===== src/rtl/instr_loader_if.sv =====
// Loader-side bus: host byte stream in, instruction-memory write port and CPU
// control out.
interface instr_loader_if #(
    parameter int unsigned DATA_WIDTH = 32
);
    logic                  start;
    logic                  rx_valid;
    logic [7:0]            rx_data;
    logic                  rx_ready;
    logic                  we;
    logic [DATA_WIDTH-1:0] waddr;
    logic [DATA_WIDTH-1:0] wdata;
    logic                  cpu_hold;
    logic                  done;
    logic                  error;

    modport master (
        output start, rx_valid, rx_data,
        input  rx_ready, we, waddr, wdata, cpu_hold, done, error
    );

    modport slave (
        input  start, rx_valid, rx_data,
        output rx_ready, we, waddr, wdata, cpu_hold, done, error
    );
endinterface


===== src/rtl/instr_loader.sv =====
// Boot-time program loader: assembles a length-prefixed little-endian byte
// stream into 32-bit words and writes them to instruction memory from address 0.
module instr_loader #(
    parameter int unsigned DATA_WIDTH = 32,
    parameter int unsigned ADDR_WIDTH = 10
) (
    input  logic           clk,
    input  logic           rst_n,
    instr_loader_if.slave  ld_if
);
    localparam int unsigned IDX_W    = ADDR_WIDTH + 1;
    localparam int unsigned CAPACITY = 1 << ADDR_WIDTH;

    typedef enum logic [2:0] {
        S_IDLE,
        S_HDR0,
        S_HDR1,
        S_DATA,
        S_DONE,
        S_ERR
    } state_e;

    state_e                 state_q, state_d;
    logic [1:0]             byte_cnt_q, byte_cnt_d;
    logic [IDX_W-1:0]       word_idx_q, word_idx_d;
    logic [15:0]            n_q, n_d;
    logic [23:0]            asm_q, asm_d;
    logic                   rx_ready_q, rx_ready_d;
    logic                   we_q, we_d;
    logic [DATA_WIDTH-1:0]  waddr_q, waddr_d;
    logic [DATA_WIDTH-1:0]  wdata_q, wdata_d;
    logic                   done_q, done_d;
    logic                   error_q, error_d;
    logic                   cpu_hold_q, cpu_hold_d;

    logic                   accept_c;
    logic [15:0]            hdr_n_c;
    logic                   last_word_c;

    assign accept_c    = ld_if.rx_valid && rx_ready_q;
    assign hdr_n_c     = {ld_if.rx_data, n_q[7:0]};
    assign last_word_c = (32'(word_idx_q) + 32'd1) == 32'(n_q);

    // State register and all registered outputs.
    always_ff @(posedge clk) begin
        if (!rst_n) begin
            state_q    <= S_IDLE;
            byte_cnt_q <= '0;
            word_idx_q <= '0;
            n_q        <= '0;
            asm_q      <= '0;
            rx_ready_q <= 1'b0;
            we_q       <= 1'b0;
            waddr_q    <= '0;
            wdata_q    <= '0;
            done_q     <= 1'b0;
            error_q    <= 1'b0;
            cpu_hold_q <= 1'b1;
        end else begin
            state_q    <= state_d;
            byte_cnt_q <= byte_cnt_d;
            word_idx_q <= word_idx_d;
            n_q        <= n_d;
            asm_q      <= asm_d;
            rx_ready_q <= rx_ready_d;
            we_q       <= we_d;
            waddr_q    <= waddr_d;
            wdata_q    <= wdata_d;
            done_q     <= done_d;
            error_q    <= error_d;
            cpu_hold_q <= cpu_hold_d;
        end
    end

    // Next-state, counters and output next values.
    always_comb begin
        state_d    = state_q;
        byte_cnt_d = byte_cnt_q;
        word_idx_d = word_idx_q;
        n_d        = n_q;
        asm_d      = asm_q;
        we_d       = 1'b0;
        waddr_d    = waddr_q;
        wdata_d    = wdata_q;

        case (state_q)
            S_IDLE, S_DONE, S_ERR: begin
                if (ld_if.start) begin
                    state_d    = S_HDR0;
                    byte_cnt_d = '0;
                    word_idx_d = '0;
                    n_d        = '0;
                    asm_d      = '0;
                end
            end
            S_HDR0: begin
                if (accept_c) begin
                    n_d     = {8'h00, ld_if.rx_data};
                    state_d = S_HDR1;
                end
            end
            S_HDR1: begin
                if (accept_c) begin
                    n_d = hdr_n_c;
                    if (hdr_n_c == 16'd0) begin
                        state_d = S_DONE;
                    end else if (32'(hdr_n_c) > CAPACITY) begin
                        state_d = S_ERR;
                    end else begin
                        state_d = S_DATA;
                    end
                end
            end
            S_DATA: begin
                if (accept_c) begin
                    // Bytes enter at the top so the first byte lands in [7:0].
                    asm_d      = {ld_if.rx_data, asm_q[23:8]};
                    byte_cnt_d = byte_cnt_q + 2'd1;
                    if (byte_cnt_q == 2'd3) begin
                        we_d       = 1'b1;
                        wdata_d    = {ld_if.rx_data, asm_q};
                        waddr_d    = DATA_WIDTH'({word_idx_q, 2'b00});
                        word_idx_d = word_idx_q + IDX_W'(1);
                        if (last_word_c) begin
                            state_d = S_DONE;
                        end
                    end
                end
            end
            default: state_d = S_IDLE;
        endcase

        rx_ready_d = (state_d == S_HDR0) || (state_d == S_HDR1) || (state_d == S_DATA);
        done_d     = (state_d == S_DONE);
        error_d    = (state_d == S_ERR);
        // Release lags DONE by a cycle so the final write lands before any fetch.
        cpu_hold_d = !((state_q == S_DONE) && (state_d == S_DONE));
    end

    assign ld_if.rx_ready = rx_ready_q;
    assign ld_if.we       = we_q;
    assign ld_if.waddr    = waddr_q;
    assign ld_if.wdata    = wdata_q;
    assign ld_if.done     = done_q;
    assign ld_if.error    = error_q;
    assign ld_if.cpu_hold = cpu_hold_q;
endmodule

===== src/flat_wrapper.sv =====
// flat-port wrapper written by rule: the top's interface ports become plain ports
module instr_loader_flat 
#(
    parameter int unsigned DATA_WIDTH = 32,
    parameter int unsigned ADDR_WIDTH = 10
)
  (clk, rst_n, ld_if_start, ld_if_rx_valid, ld_if_rx_data, ld_if_rx_ready, ld_if_we, ld_if_waddr, ld_if_wdata, ld_if_cpu_hold, ld_if_done, ld_if_error);
  instr_loader_if #(.DATA_WIDTH(DATA_WIDTH)) ld_if_i ();
  input  logic clk;
  input  logic rst_n;
  input wire logic [$bits(ld_if_i.start)-1:0] ld_if_start;
  input wire logic [$bits(ld_if_i.rx_valid)-1:0] ld_if_rx_valid;
  input wire logic [$bits(ld_if_i.rx_data)-1:0] ld_if_rx_data;
  output wire logic [$bits(ld_if_i.rx_ready)-1:0] ld_if_rx_ready;
  output wire logic [$bits(ld_if_i.we)-1:0] ld_if_we;
  output wire logic [$bits(ld_if_i.waddr)-1:0] ld_if_waddr;
  output wire logic [$bits(ld_if_i.wdata)-1:0] ld_if_wdata;
  output wire logic [$bits(ld_if_i.cpu_hold)-1:0] ld_if_cpu_hold;
  output wire logic [$bits(ld_if_i.done)-1:0] ld_if_done;
  output wire logic [$bits(ld_if_i.error)-1:0] ld_if_error;
  assign ld_if_i.start = ld_if_start;
  assign ld_if_i.rx_valid = ld_if_rx_valid;
  assign ld_if_i.rx_data = ld_if_rx_data;
  assign ld_if_rx_ready = ld_if_i.rx_ready;
  assign ld_if_we = ld_if_i.we;
  assign ld_if_waddr = ld_if_i.waddr;
  assign ld_if_wdata = ld_if_i.wdata;
  assign ld_if_cpu_hold = ld_if_i.cpu_hold;
  assign ld_if_done = ld_if_i.done;
  assign ld_if_error = ld_if_i.error;
  instr_loader #(.DATA_WIDTH(DATA_WIDTH), .ADDR_WIDTH(ADDR_WIDTH)) u_core (.clk(clk), .rst_n(rst_n), .ld_if(ld_if_i));
endmodule

===== config.mk =====
export PLATFORM = sky130hd
export DESIGN_NAME = instr_loader_flat
export DESIGN_NICKNAME = d
export VERILOG_FILES = /design/src/rtl/instr_loader_if.sv /design/src/rtl/instr_loader.sv /design/src/flat_wrapper.sv
export SDC_FILE = /design/constraint.sdc
export NUM_CORES = 1
export LEC_CHECK = 0
export ABC_CLOCK_PERIOD_IN_PS = 4600
export BUFFER_PORTS_ARGS = -buffer_cell sky130_fd_sc_hd__buf_4
export CORE_MARGIN = 2
export CORE_UTILIZATION = 44
export CTS_BUF_LIST = sky130_fd_sc_hd__clkbuf_16
export DETAILED_ROUTE_END_ITERATION = 16
export MAX_ROUTING_LAYER = met4
export PLACE_DENSITY = 0.65
export SLEW_MARGIN = 15
export SYNTH_ARGS = -nofsm -noshare
export SYNTH_HDL_FRONTEND = slang
export SYNTH_SLANG_ARGS = --single-unit

===== constraint.sdc =====
create_clock -name clk -period 4.6 [get_ports clk]
set_input_delay 0.46 -clock clk [delete_from_list [all_inputs] [get_ports clk]]
set_output_delay 0.46 -clock clk [all_outputs]
set_load 0.03 [all_outputs]

==> metrics.txt <==
status completed; worst endpoint required time 4.78 ns; most instantiated cells after synthesis nand2_1 (139), a21oi_1 (105), dfxtp_1 (104); DRC marker count from the first detailed-route iteration 275; gr busiest metal met2; area of placed instances 5020 um^2; htree depth 3; M1 GR Usage 29.7%; x dimension of the die 106 um; min Tclk post-route 2.59 ns; GR Overflow Total 0; fraction of synthesized cell area taken by the top area cell type 45.2%; worst setup margin 2.01 ns; met2 Use GR 30.7%; PwrDens roughly 340 nW/um^2; Critical Path Max Stage Delay 0.58 ns; final worst path period share 56.4%; Post-layout nets 646; synthesized instance count 599; Fill cells 1014; max-cap viol count 0; CP max-delay cell or4_4; Row Count 37; hold bufs inserted after CTS 0; cell-internal power 1.31 mW; part of the power in the clock network 41.1%; nature of the critical path startpoint flip-flop; setup TNS 0 ns; ys flop type dfxtp_1; DR pass1 iterations 5; Area Overhead vs Synth 15.0%; Worst IR Drop VDD around 200 uV; count of nets left with antenna violations after detail routing 0; number of distinct library cells after synthesis 48; Floorplan Core Area 10200 um^2; Avg Inst Size Synth 7.69 um^2; number of buffers inserted by port buffering 59; f_max 385 MHz; Total Power Consumption 1.78 mW; total of warnings raised by yosys 0; final wirelength 11.5 mm; net switching power ~470 uW; final setup violation count 0; proportion of layout cells with a drive suffix above 1 roughly 14%; count of clock tree sinks 104; register share of total power 51.5%; vertical die dimension 106 um; clock-pin transition on the worst setup and hold timing paths 0.07 ns; leakage 1.92 nW; cells taking the most area after synthesis dfxtp_1 (45%), a21oi_1 (11%), nand2_1 (11%); residual DRC count 0; critical path data arrival time 2.78 ns; count of state elements after synthesis between 100 and 150; pin count of the biggest net entering global routing 102; Sw Share 26.3%; async set or reset register ratio after synthesis 0%; detailed placement HPWL 7.82 mm; post-route cell area 5300 um^2; buffer levels on the longest clock path 2; Total Routing Usage GR 21.2%; global-route wire length before repair 18.7 mm; endpoint kind of the worst setup timing path flip-flop; # diodes 0; worst slack at placement 2.04 ns; number of synthesized flops with an enable pin 0; ports placed on the boundary 81; most common cell in the netlist nand2_1; Inserted Clock Buffers 9; Slew Limit Fails 0; classification of the worst-slack hold path in2reg; clock latency reported for the late side of the worst-skew pair between 0.3 and 0.4 ns; relative slew slack 29.6%; M3 GR Usage 2.70%; post-detailed-route via-to-cell ratio 5.33; CTS Root Buffer Type clkbuf_16; routability congestion estimate from global placement 0.925; initial cell density of the core 45.0%; Gates resized, CTS repair 0; Avg WL per Cell about 15 um; final core utilization 51.8%; number of global-route vias before repair 3763; maximum fanout encountered on the critical timing path 9; Post-Synthesis Cell Area 4610 um^2; number of buffers added for setup after CTS 0; die area 11300 um^2; dominant cell type by area after synthesis dfxtp_1; portion of the post-synthesis area used by sequential elements 45.2%; number of hold violations in the final report 0; antenna violations before repair 0; final clock skew 0.00832 ns; setup repair after global routing missed its margin no; CTS tree done; cell breakdown of the critical path ha_1 -> inv_1 -> or4_4 -> a211oi_2 -> o311ai_0 -> o21ai_0 -> a311oi_1; worst setup path category reg2reg; logic gate share of total power 7.4%; pin slew with the least headroom to its limit 1.06 ns; routed via count 4123
[metal layers]
metal | wire length [um] | vias to the layer above
met3 | 561 | 22
met1 | 5530 | 1906
met4 | 329 | 0
met2 | 5110 | 119
li1 | - | 2076
met5 | 0 | -
[flip-flops by register name, indices dropped and copies added (netlist names)]
register	count
u_core.ld_if.cpu_hold	1
u_core.ld_if.rx_ready	1
u_core.ld_if.wdata	32
u_core.ld_if.error	1
u_core.ld_if.we	1
u_core.byte_cnt_q	2
u_core.state_q	3
u_core.asm_q	24
u_core.n_q	16
u_core.ld_if.waddr	11
u_core.ld_if.done	1
u_core.word_idx_q	11
[logic make-up (layout without fill, tap and decap cells)]
family	Yosys count	in the layout	share of synthesized area, %
fa+ha+maj	2	2	0.543
buf+inv	65	83	7.20
simple gates	269	269	26.6
other cells	1	21	0.0814
compound gates	144	144	17.7
xor+xnor	14	14	2.66
flops	104	104	45.2
[cell usage in the layout (no fill, tap or decap), types with 5 or more instances in the layout]
master,instances
a21oi_1,105
and3_1,10
buf_4,64
clkbuf_16,9
conb_1,21
dfxtp_1,104
nand2_1,139
nand2b_1,8
nand3_1,36
nor2_1,38
nor3_1,9
nor4_1,7
o211ai_1,9
o21ai_0,11
or3_1,5
xnor2_1,8
xor2_1,6
[through the flow]
step / cells / hold slack, ns
6_report: 773 / 0.406
5_1_grt: 773 / 0.414
4_1_cts: 773 / 0.401
3_5_place_dp: 757 / 0.440
3_3_place_gp: 757 / 0.438
2_1_floorplan: 619 / 0.426
[worst paths after layout]
kind / from / endpoint / slack (ns) / cells after the start
max: u_core.word_idx_q[0] / u_core.ld_if.rx_ready / 2.01 / 7
min: rst_n / u_core.state_q[2] / 0.41 / 3
min reg2reg: u_core.n_q[14] / u_core.n_q[14] / 0.45 / 2
max reg2reg: u_core.word_idx_q[0] / u_core.ld_if.rx_ready / 2.01 / 7
[area by class of cell]
cell class | instances | area [um^2] | share of cell area, %
multi-input cells | 450 | 2280 | 42.9
flip-flops and latches | 104 | 2080 | 39.3
repair buffers | 64 | 480 | 9.07
clock buffers | 9 | 225 | 4.25
well taps | 136 | 170 | 3.21
clock inverters | 7 | 55.1 | 1.04
inverters | 3 | 11.3 | 0.212
[critical path: cells and delay by family, from the launching register on]
kind                       cells  cell delay (ns)
AOI/OAI and AO/OA              4             0.84
adders and majority gates      1             0.42
DFF                            1             0.46
buffers and inverters          1             0.14
and+or+nand+nor                1             0.58
[power groups by stage]
| stage | clock (mW) | sequential (mW) | combinational, mW |
|---|---|---|---|
| 6_report | 0.730 | 0.915 | 0.131 |
| 5_1_grt | 0.777 | 0.916 | 0.143 |
| 4_1_cts | 0.746 | 0.915 | 0.130 |
| 3_5_place_dp | 0 | 0.936 | 0.130 |
| 3_3_place_gp | 0 | 0.936 | 0.129 |
| 2_1_floorplan | 0 | 0.933 | 0.107 |
Note: power is estimated with default switching activity, not from simulation.
